[src/rtl/camera_pkg.sv]
// Shared types and default parameters for the camera deserializer.
package camera_pkg;

  localparam int DEF_DATA_W        = 8;
  localparam int DEF_BYTES_PER_PIX = 2;
  localparam int DEF_HCOUNT_W      = 11;
  localparam int DEF_VCOUNT_W      = 10;
  localparam int DEF_SYNC_STAGES   = 2;

  typedef enum logic [1:0] {
    ST_WAIT_FRAME = 2'd0,
    ST_FRAME      = 2'd1,
    ST_LINE       = 2'd2
  } cam_state_e;

endpackage

[src/rtl/camera_deser_if.sv]
// Pixel output bus of camera_deser; stats ports exist only with CAMERA_DESER_STATS_EN.
interface camera_deser_if
  import camera_pkg::*;
#(
  parameter int DATA_W        = DEF_DATA_W,
  parameter int BYTES_PER_PIX = DEF_BYTES_PER_PIX,
  parameter int HCOUNT_W      = DEF_HCOUNT_W,
  parameter int VCOUNT_W      = DEF_VCOUNT_W
) ();

  logic [DATA_W*BYTES_PER_PIX-1:0] data_out;
  logic                            valid_out;
  logic [HCOUNT_W-1:0]             hcount_out;
  logic [VCOUNT_W-1:0]             vcount_out;
  logic                            frame_start_out;
  logic                            line_end_out;
  logic                            sync_err_out;
`ifdef CAMERA_DESER_STATS_EN
  logic [HCOUNT_W-1:0]             line_len_out;
  logic [VCOUNT_W-1:0]             frame_lines_out;
`endif

  modport master (
    output data_out, valid_out, hcount_out, vcount_out,
    output frame_start_out, line_end_out, sync_err_out
`ifdef CAMERA_DESER_STATS_EN
    , output line_len_out, frame_lines_out
`endif
  );

  modport slave (
    input data_out, valid_out, hcount_out, vcount_out,
    input frame_start_out, line_end_out, sync_err_out
`ifdef CAMERA_DESER_STATS_EN
    , input line_len_out, frame_lines_out
`endif
  );

endinterface

[src/rtl/cam_sync.sv]
// STAGES-deep flop chain bringing the camera signals into the system clock domain.
module cam_sync #(
  parameter int WIDTH  = 1,
  parameter int STAGES = 2
) (
  input  logic             clk,
  input  logic             rst,
  input  logic [WIDTH-1:0] d,
  output logic [WIDTH-1:0] q
);

  logic [STAGES-1:0][WIDTH-1:0] chain_r;

  // Shift the sampled inputs down the synchronizer chain.
  always_ff @(posedge clk or posedge rst) begin
    if (rst) begin
      chain_r <= '0;
    end else begin
      chain_r[0] <= d;
      for (int i = 1; i < STAGES; i++) begin
        chain_r[i] <= chain_r[i-1];
      end
    end
  end

  assign q = chain_r[STAGES-1];

endmodule

[src/rtl/camera_deser.sv]
// Camera byte-bus deserializer: assembles pixels and tracks line/frame position.
// Optional line/frame statistics outputs are enabled by CAMERA_DESER_STATS_EN.
module camera_deser
  import camera_pkg::*;
#(
  parameter int DATA_W        = DEF_DATA_W,
  parameter int BYTES_PER_PIX = DEF_BYTES_PER_PIX,
  parameter int HCOUNT_W      = DEF_HCOUNT_W,
  parameter int VCOUNT_W      = DEF_VCOUNT_W,
  parameter int SYNC_STAGES   = DEF_SYNC_STAGES
) (
  input  logic              clk_pixel_in,
  input  logic              rst_in,
  input  logic              pclk_cam_in,
  input  logic              hs_cam_in,
  input  logic              vs_cam_in,
  input  logic [DATA_W-1:0] data_cam_in,
  camera_deser_if.master    pix
);

  localparam int PIX_W = DATA_W * BYTES_PER_PIX;
  localparam int SW    = DATA_W + 4;

  logic [SW-1:0]       sync_in_s, sync_out_s;
  logic                live_r, pclk_r, hs_r, vs_r, pclk_d_r, vs_d_r, armed_r;
  logic [DATA_W-1:0]   byte_r;
  logic                pclk_rise_s, vs_rise_s, vs_fall_s;
  cam_state_e          state_r;
  logic [1:0]          byte_idx_r;
  logic [HCOUNT_W-1:0] hcnt_r, hcnt_inc_s;
  logic [VCOUNT_W-1:0] vcnt_r, vcnt_inc_s;
  logic [PIX_W-1:0]    pix_r, pix_next_s;
  logic                store_s, end_line_s, last_byte_s;

  // The constant '1' marks when real samples have reached the chain output after reset.
  assign sync_in_s = {1'b1, pclk_cam_in, hs_cam_in, vs_cam_in, data_cam_in};

  cam_sync #(.WIDTH(SW), .STAGES(SYNC_STAGES)) u_sync (
    .clk (clk_pixel_in),
    .rst (rst_in),
    .d   (sync_in_s),
    .q   (sync_out_s)
  );

  // Edge-detect stage; armed_r requires a genuine vs low before any frame may start.
  always_ff @(posedge clk_pixel_in or posedge rst_in) begin
    if (rst_in) begin
      {live_r, pclk_r, hs_r, vs_r, byte_r} <= '0;
      pclk_d_r <= 1'b0;
      vs_d_r   <= 1'b0;
      armed_r  <= 1'b0;
    end else begin
      {live_r, pclk_r, hs_r, vs_r, byte_r} <= sync_out_s;
      pclk_d_r <= pclk_r;
      vs_d_r   <= vs_r;
      armed_r  <= armed_r | (live_r & ~vs_r);
    end
  end

  assign pclk_rise_s = pclk_r & ~pclk_d_r;
  assign vs_rise_s   = armed_r & vs_r & ~vs_d_r;
  assign vs_fall_s   = vs_d_r & ~vs_r;

  // Byte placement, saturating counters and per-state store/line-end decode.
  always_comb begin
    pix_next_s = pix_r;
    pix_next_s[(BYTES_PER_PIX - 1 - int'(byte_idx_r)) * DATA_W +: DATA_W] = byte_r;
    last_byte_s = (byte_idx_r == 2'(BYTES_PER_PIX - 1));
    hcnt_inc_s  = (hcnt_r == {HCOUNT_W{1'b1}}) ? hcnt_r : hcnt_r + HCOUNT_W'(1'b1);
    vcnt_inc_s  = (vcnt_r == {VCOUNT_W{1'b1}}) ? vcnt_r : vcnt_r + VCOUNT_W'(1'b1);
    store_s     = 1'b0;
    end_line_s  = 1'b0;
    case (state_r)
      ST_FRAME: begin
        store_s = ~vs_fall_s & pclk_rise_s & hs_r & vs_r;
      end
      ST_LINE: begin
        store_s    = ~vs_fall_s & pclk_rise_s & hs_r;
        end_line_s = vs_fall_s | (pclk_rise_s & ~hs_r);
      end
      default: begin
        store_s    = 1'b0;
        end_line_s = 1'b0;
      end
    endcase
  end

  // Frame/line FSM with pixel assembly and registered output bus.
  always_ff @(posedge clk_pixel_in or posedge rst_in) begin
    if (rst_in) begin
      state_r             <= ST_WAIT_FRAME;
      byte_idx_r          <= 2'd0;
      hcnt_r              <= '0;
      vcnt_r              <= '0;
      pix_r               <= '0;
      pix.data_out        <= '0;
      pix.valid_out       <= 1'b0;
      pix.hcount_out      <= '0;
      pix.vcount_out      <= '0;
      pix.frame_start_out <= 1'b0;
      pix.line_end_out    <= 1'b0;
      pix.sync_err_out    <= 1'b0;
`ifdef CAMERA_DESER_STATS_EN
      pix.line_len_out    <= '0;
      pix.frame_lines_out <= '0;
`endif
    end else begin
      pix.valid_out       <= 1'b0;
      pix.frame_start_out <= 1'b0;
      pix.line_end_out    <= 1'b0;
      pix.sync_err_out    <= 1'b0;

      if (store_s) begin
        pix_r <= pix_next_s;
        if (last_byte_s) begin
          byte_idx_r     <= 2'd0;
          pix.valid_out  <= 1'b1;
          pix.data_out   <= pix_next_s;
          pix.hcount_out <= hcnt_r;
          pix.vcount_out <= vcnt_r;
          hcnt_r         <= hcnt_inc_s;
        end else begin
          byte_idx_r <= byte_idx_r + 2'd1;
        end
      end

      // A partial pixel is simply dropped by restarting at byte 0.
      if (end_line_s) begin
        pix.line_end_out <= 1'b1;
        pix.sync_err_out <= (byte_idx_r != 2'd0);
        byte_idx_r       <= 2'd0;
        hcnt_r           <= '0;
        vcnt_r           <= vcnt_inc_s;
`ifdef CAMERA_DESER_STATS_EN
        pix.line_len_out <= hcnt_r;
`endif
      end

      case (state_r)
        ST_WAIT_FRAME: begin
          if (vs_rise_s) begin
            state_r             <= ST_FRAME;
            pix.frame_start_out <= 1'b1;
            vcnt_r              <= '0;
            hcnt_r              <= '0;
            byte_idx_r          <= 2'd0;
          end
        end
        ST_FRAME: begin
          if (vs_fall_s) begin
            state_r <= ST_WAIT_FRAME;
`ifdef CAMERA_DESER_STATS_EN
            pix.frame_lines_out <= vcnt_r;
`endif
          end else if (store_s) begin
            state_r <= ST_LINE;
          end
        end
        ST_LINE: begin
          if (vs_fall_s) begin
            state_r <= ST_WAIT_FRAME;
`ifdef CAMERA_DESER_STATS_EN
            pix.frame_lines_out <= vcnt_inc_s;
`endif
          end else if (end_line_s) begin
            state_r <= ST_FRAME;
          end
        end
        default: begin
          state_r <= ST_WAIT_FRAME;
        end
      endcase
    end
  end

endmodule

[src/flat_wrapper.sv]
// flat-port wrapper written by rule: the top's interface ports become plain ports
module camera_deser_flat import camera_pkg::*;
#(
  parameter int DATA_W        = DEF_DATA_W,
  parameter int BYTES_PER_PIX = DEF_BYTES_PER_PIX,
  parameter int HCOUNT_W      = DEF_HCOUNT_W,
  parameter int VCOUNT_W      = DEF_VCOUNT_W,
  parameter int SYNC_STAGES   = DEF_SYNC_STAGES
)
  (clk_pixel_in, rst_in, pclk_cam_in, hs_cam_in, vs_cam_in, data_cam_in, pix_data_out, pix_valid_out, pix_hcount_out, pix_vcount_out, pix_frame_start_out, pix_line_end_out, pix_sync_err_out);
  camera_deser_if #(.DATA_W(DATA_W), .BYTES_PER_PIX(BYTES_PER_PIX), .HCOUNT_W(HCOUNT_W), .VCOUNT_W(VCOUNT_W)) pix_i ();
  input  logic clk_pixel_in;
  input  logic rst_in;
  input  logic pclk_cam_in;
  input  logic hs_cam_in;
  input  logic vs_cam_in;
  input  logic [DATA_W-1:0] data_cam_in;
  output wire logic [$bits(pix_i.data_out)-1:0] pix_data_out;
  output wire logic [$bits(pix_i.valid_out)-1:0] pix_valid_out;
  output wire logic [$bits(pix_i.hcount_out)-1:0] pix_hcount_out;
  output wire logic [$bits(pix_i.vcount_out)-1:0] pix_vcount_out;
  output wire logic [$bits(pix_i.frame_start_out)-1:0] pix_frame_start_out;
  output wire logic [$bits(pix_i.line_end_out)-1:0] pix_line_end_out;
  output wire logic [$bits(pix_i.sync_err_out)-1:0] pix_sync_err_out;
  assign pix_data_out = pix_i.data_out;
  assign pix_valid_out = pix_i.valid_out;
  assign pix_hcount_out = pix_i.hcount_out;
  assign pix_vcount_out = pix_i.vcount_out;
  assign pix_frame_start_out = pix_i.frame_start_out;
  assign pix_line_end_out = pix_i.line_end_out;
  assign pix_sync_err_out = pix_i.sync_err_out;
  camera_deser #(.DATA_W(DATA_W), .BYTES_PER_PIX(BYTES_PER_PIX), .HCOUNT_W(HCOUNT_W), .VCOUNT_W(VCOUNT_W), .SYNC_STAGES(SYNC_STAGES)) u_core (.clk_pixel_in(clk_pixel_in), .rst_in(rst_in), .pclk_cam_in(pclk_cam_in), .hs_cam_in(hs_cam_in), .vs_cam_in(vs_cam_in), .data_cam_in(data_cam_in), .pix(pix_i));
endmodule
[config.mk]
export PLATFORM = sky130hd
export DESIGN_NAME = camera_deser_flat
export DESIGN_NICKNAME = d
export VERILOG_FILES = /design/src/rtl/camera_pkg.sv /design/src/rtl/camera_deser_if.sv /design/src/rtl/cam_sync.sv /design/src/rtl/camera_deser.sv /design/src/flat_wrapper.sv
export SDC_FILE = /design/constraint.sdc
export NUM_CORES = 1
export LEC_CHECK = 0
export BUFFER_PORTS_ARGS = -buffer_cell sky130_fd_sc_hd__buf_2
export CAP_MARGIN = 0
export CORE_ASPECT_RATIO = 1.25
export CORE_MARGIN = 2
export CORE_UTILIZATION = 55
export DETAILED_ROUTE_END_ITERATION = 8
export MAX_ROUTING_LAYER = met4
export PLACE_DENSITY = 0.83
export SLEW_MARGIN = 15
export SYNTH_ARGS = -nofsm -noshare
export SYNTH_HDL_FRONTEND = slang
export SYNTH_SLANG_ARGS = --single-unit
[constraint.sdc]
create_clock -name clk_pixel_in -period 5.55 [get_ports clk_pixel_in]
set_input_delay 1.11 -clock clk_pixel_in [delete_from_list [all_inputs] [get_ports clk_pixel_in]]
set_output_delay 1.11 -clock clk_pixel_in [all_outputs]
set_load 0.1 [all_outputs]
==> summary by stage <==
Status
The flow ran to the end, and the final reports show no timing, DRC or antenna violations.

Synth
During synthesis, Yosys emitted a total of 0 warnings. The fraction of registers with async set or reset after synthesis is 1.000. The number of distinct standard cells referenced by the synthesized netlist is 50. The total nets after synthesis is 420. The library cell with the highest instance count after synthesis is dfrtp_1. Ranked by total cell area, the synthesized netlist is headed by dfrtp_1 (63%), mux2_2 (4.4%), a21oi_1 (3.4%). The number of cells produced by synthesis is 397. The average instance in the mapped netlist occupies 12.14 µm². Of the synthesized area, sequential elements account for 0.6281. Synthesis inferred 121 register bits. The number of flops mapped to enable cells by yosys is 0. In the synthesized netlist, the cells that appear most often are dfrtp_1 (121), a21oi_1 (33), nand2_1 (32). The area share of the leading cell type in the synthesized netlist is 0.6281. In this run the cell area of the synthesized design comes to approximately 0.0048 mm². The flip-flop cell with the highest count after synthesis is dfrtp_1. Summed over all instances, the cell type with the most area after synthesis is dfrtp_1.

Cells and area
The final instance count without filler cells is 587. For this run, the share of the core covered by cells in the final layout is 0.6803. The number of nets in the layout is 477. Registers take 0.003028 mm². The multi-input combinational cells in the finished layout cover a total of 0.001684 mm². The number of antenna diodes in the final layout is 0. The fraction of layout cells with a size suffix above 1 is 0.2420. The area growth from synthesis to layout is 21.44%. The number of filler cells placed in the layout is 614.

CTS
CTS placed an instance of clkbuf_8 at the clock tree root. The clock-pin slew of the registers on the worst-case setup and hold paths is 0.06 ns. The post-CTS setup-driven buffer insertion count is 0. The clock net in this run drives a total of 121 sinks. For the worst-skew pair, the clock arrives at the later sink with an insertion delay of ~0.52 ns. The post-cts resize count is 0. CTS built an H-tree with a depth of 4. Buffers inserted during clock tree synthesis total 17. The number of hold buffers added after CTS was 0. The clock tree from TritonCTS is built.

The maximum buffer depth of the clock tree is 2.

Die
From bottom edge to top edge, the die measures around 110 µm. The core region is 0.008606 mm². The number of placement rows is 38. The die area is 0.009535 mm². The horizontal die dimension is 87.74 µm.

During I/O placement, the number of pins put on the boundary was 54. For this configuration, the core starts out at a cell density of 0.5602.

STA
The worst clock skew is 0.008662 ns. The setup TNS is 0 ns. Setup repair after global routing left no endpoint under its margin. The hold violation count in the final report is 0. The tightest hold margin is 0.3402 ns. The clock period could shrink to 2.480 ns. The transition at the pin with the smallest max-transition slack is 0.9263 ns. The final number of max-transition violations is 0. The maximum frequency from static timing analysis is 403.2 MHz. The final setup violation count is 0.

The worst max-slew margin expressed relative to the limit is 0.3773. The share of the clock period used by the worst path after layout is 0.4469.

Pwr
Dividing total power by cell area gives a power density of 421.8 mW/mm². Summed over all cells, the static leakage comes to roughly 0.0028 µW. Across the VDD grid, the largest voltage drop is 355.9 µV.

Setup path
The worst setup path is captured at a register. The worst setup path is of the register to register kind. The required arrival time at the worst endpoint is about 6 ns. The kind of cell adding the most delay to the critical path is simple AND/OR/NAND/NOR gates. Counting both buffers and inverters, the worst setup path holds a total of 1. The library cell contributing the largest single delay on the critical path is nor3b_1.

Along the worst path, the maximum fanout reaches 12. Walking the worst path, the cells encountered are inv_1 > ha_1 > nor3b_1 > and2_1 > a22o_1. For the worst setup path, the data arrival time is around 2.9 ns.

The stage delay of the slowest cell on the critical path is ~0.80 ns. The worst setup path is launched from a register.

Global routing
The number of global-route vias before repair is roughly 3200. The global-route total usage across every layer is 0.2186. The initial antenna violation count is 0. The final global-route overflow total is 0. The wire length of the first global-routing pass is 15370 µm. The largest net degree at the start of global routing is 80.

Drt
For this block, the initial DRC count from the detailed router was 218. Dividing the detail-routed wire length by the instance count gives 15.63 µm. The remaining routing DRC violations is 0. The remaining antenna violation count is 0. The first detailed-routing pass took 4 iterations.

Wires add up to between 9000 and 10000 µm. In the routed layout, each cell is associated on average with a via count of 5.557. The detailed router placed 3262 vias in this run.

Place
After detailed placement, the design holds a cell count of 555. Buffers placed on the I/O ports in this run total 53. The HPWL after detailed placement is 5993 µm. The final weighted congestion in routability-driven placement is roughly 0.86.

Flow run
Max-cap violations in this run came to 0.

Hold path
The min-delay analysis places its worst path in the category register to register.
## sequential cells by signal (all words and copies together) (netlist names), 2 cells and up
signal,count
u_core.state_r,2
u_core.pix.hcount_out,11
u_core.hcnt_r,11
u_core.pix_r,16
u_core.u_sync.chain_r,12
u_core.pix.data_out,16
u_core.pix.vcount_out,10
u_core.u_sync.q,12
u_core.byte_r,8
u_core.vcnt_r,10
u_core.byte_idx_r,2
## cells by family after synthesis
logic type / Yosys count / synth area share
mux: 22 / 0.05061
compound gates: 105 / 0.1402
fa+ha+maj: 10 / 0.02595
flops: 121 / 0.6281
buf+inv: 30 / 0.02621
simple gates: 108 / 0.1282
other cells: 1 / 0.0007779
## placed cells by master (no fill, tap or decap), types with 11 or more instances in the layout
| cell type | instances |
|---|---|
| a21oi_1 | 33 |
| a22o_1 | 16 |
| buf_2 | 53 |
| clkbuf_16 | 16 |
| dfrtp_1 | 121 |
| inv_1 | 11 |
| mux2_2 | 19 |
| nand2_1 | 32 |
| nand3_1 | 11 |
| nor2b_1 | 17 |
| o21ai_0 | 25 |
## layer usage
metal,GRT usage,vias to the layer above,share of wire
met5,-,-,0
met4,0.09231,0,0.020
met3,0.06207,18,0.047
met2,0.3122,99,0.48
met1,0.2958,1591,0.45
li1,-,1554,-
## where the power goes
part / total, µW / switching, µW / internal [µW]
registers: 981 / 41.0 / 940
logic: 285 / 197 / 88.4
clock network: 1200 / 382 / 821
total: 2470 / 620 / 1850
## final cells by class
class | count | share of cell area
inverter | 13 | 0.008763
clock buffer | 21 | 0.08015
timing repair buffer | 55 | 0.04787
multi-input combinational | 246 | 0.2877
sequential | 121 | 0.5172
clock inverter | 11 | 0.03270
tap | 120 | 0.02565
## metrics by stage
stage | setup slack (ns) | cell area (µm²) | total power, µW
2_1_floorplan | 1.226 | 4821 | 1203
3_3_place_gp | 3.097 | 5194 | 1259
3_5_place_dp | 3.050 | 5194 | 1274
4_1_cts | 3.086 | 5854 | 2484
5_1_grt | 2.814 | 5854 | 2556
6_report | 3.070 | 5854 | 2469
## final timing paths
check / from / to / slack, ns / cells past startpoint
setup / recovery: u_core.byte_idx_r[0] / u_core.pix_r[11] / 3.07 / 5
max in group asynchronous: rst_in / u_core.pix_r[7] / 3.68 / 3
setup reg to reg: u_core.byte_idx_r[0] / u_core.pix_r[11] / 3.07 / 5
min in group asynchronous: rst_in / u_core.u_sync.chain_r[7] / 0.81 / 2
hold / removal: u_core.u_sync.chain_r[9] / u_core.u_sync.q[9] / 0.34 / 0
hold reg to reg: u_core.u_sync.chain_r[9] / u_core.u_sync.q[9] / 0.34 / 0
Note: power is estimated with default switching activity, not from simulation.
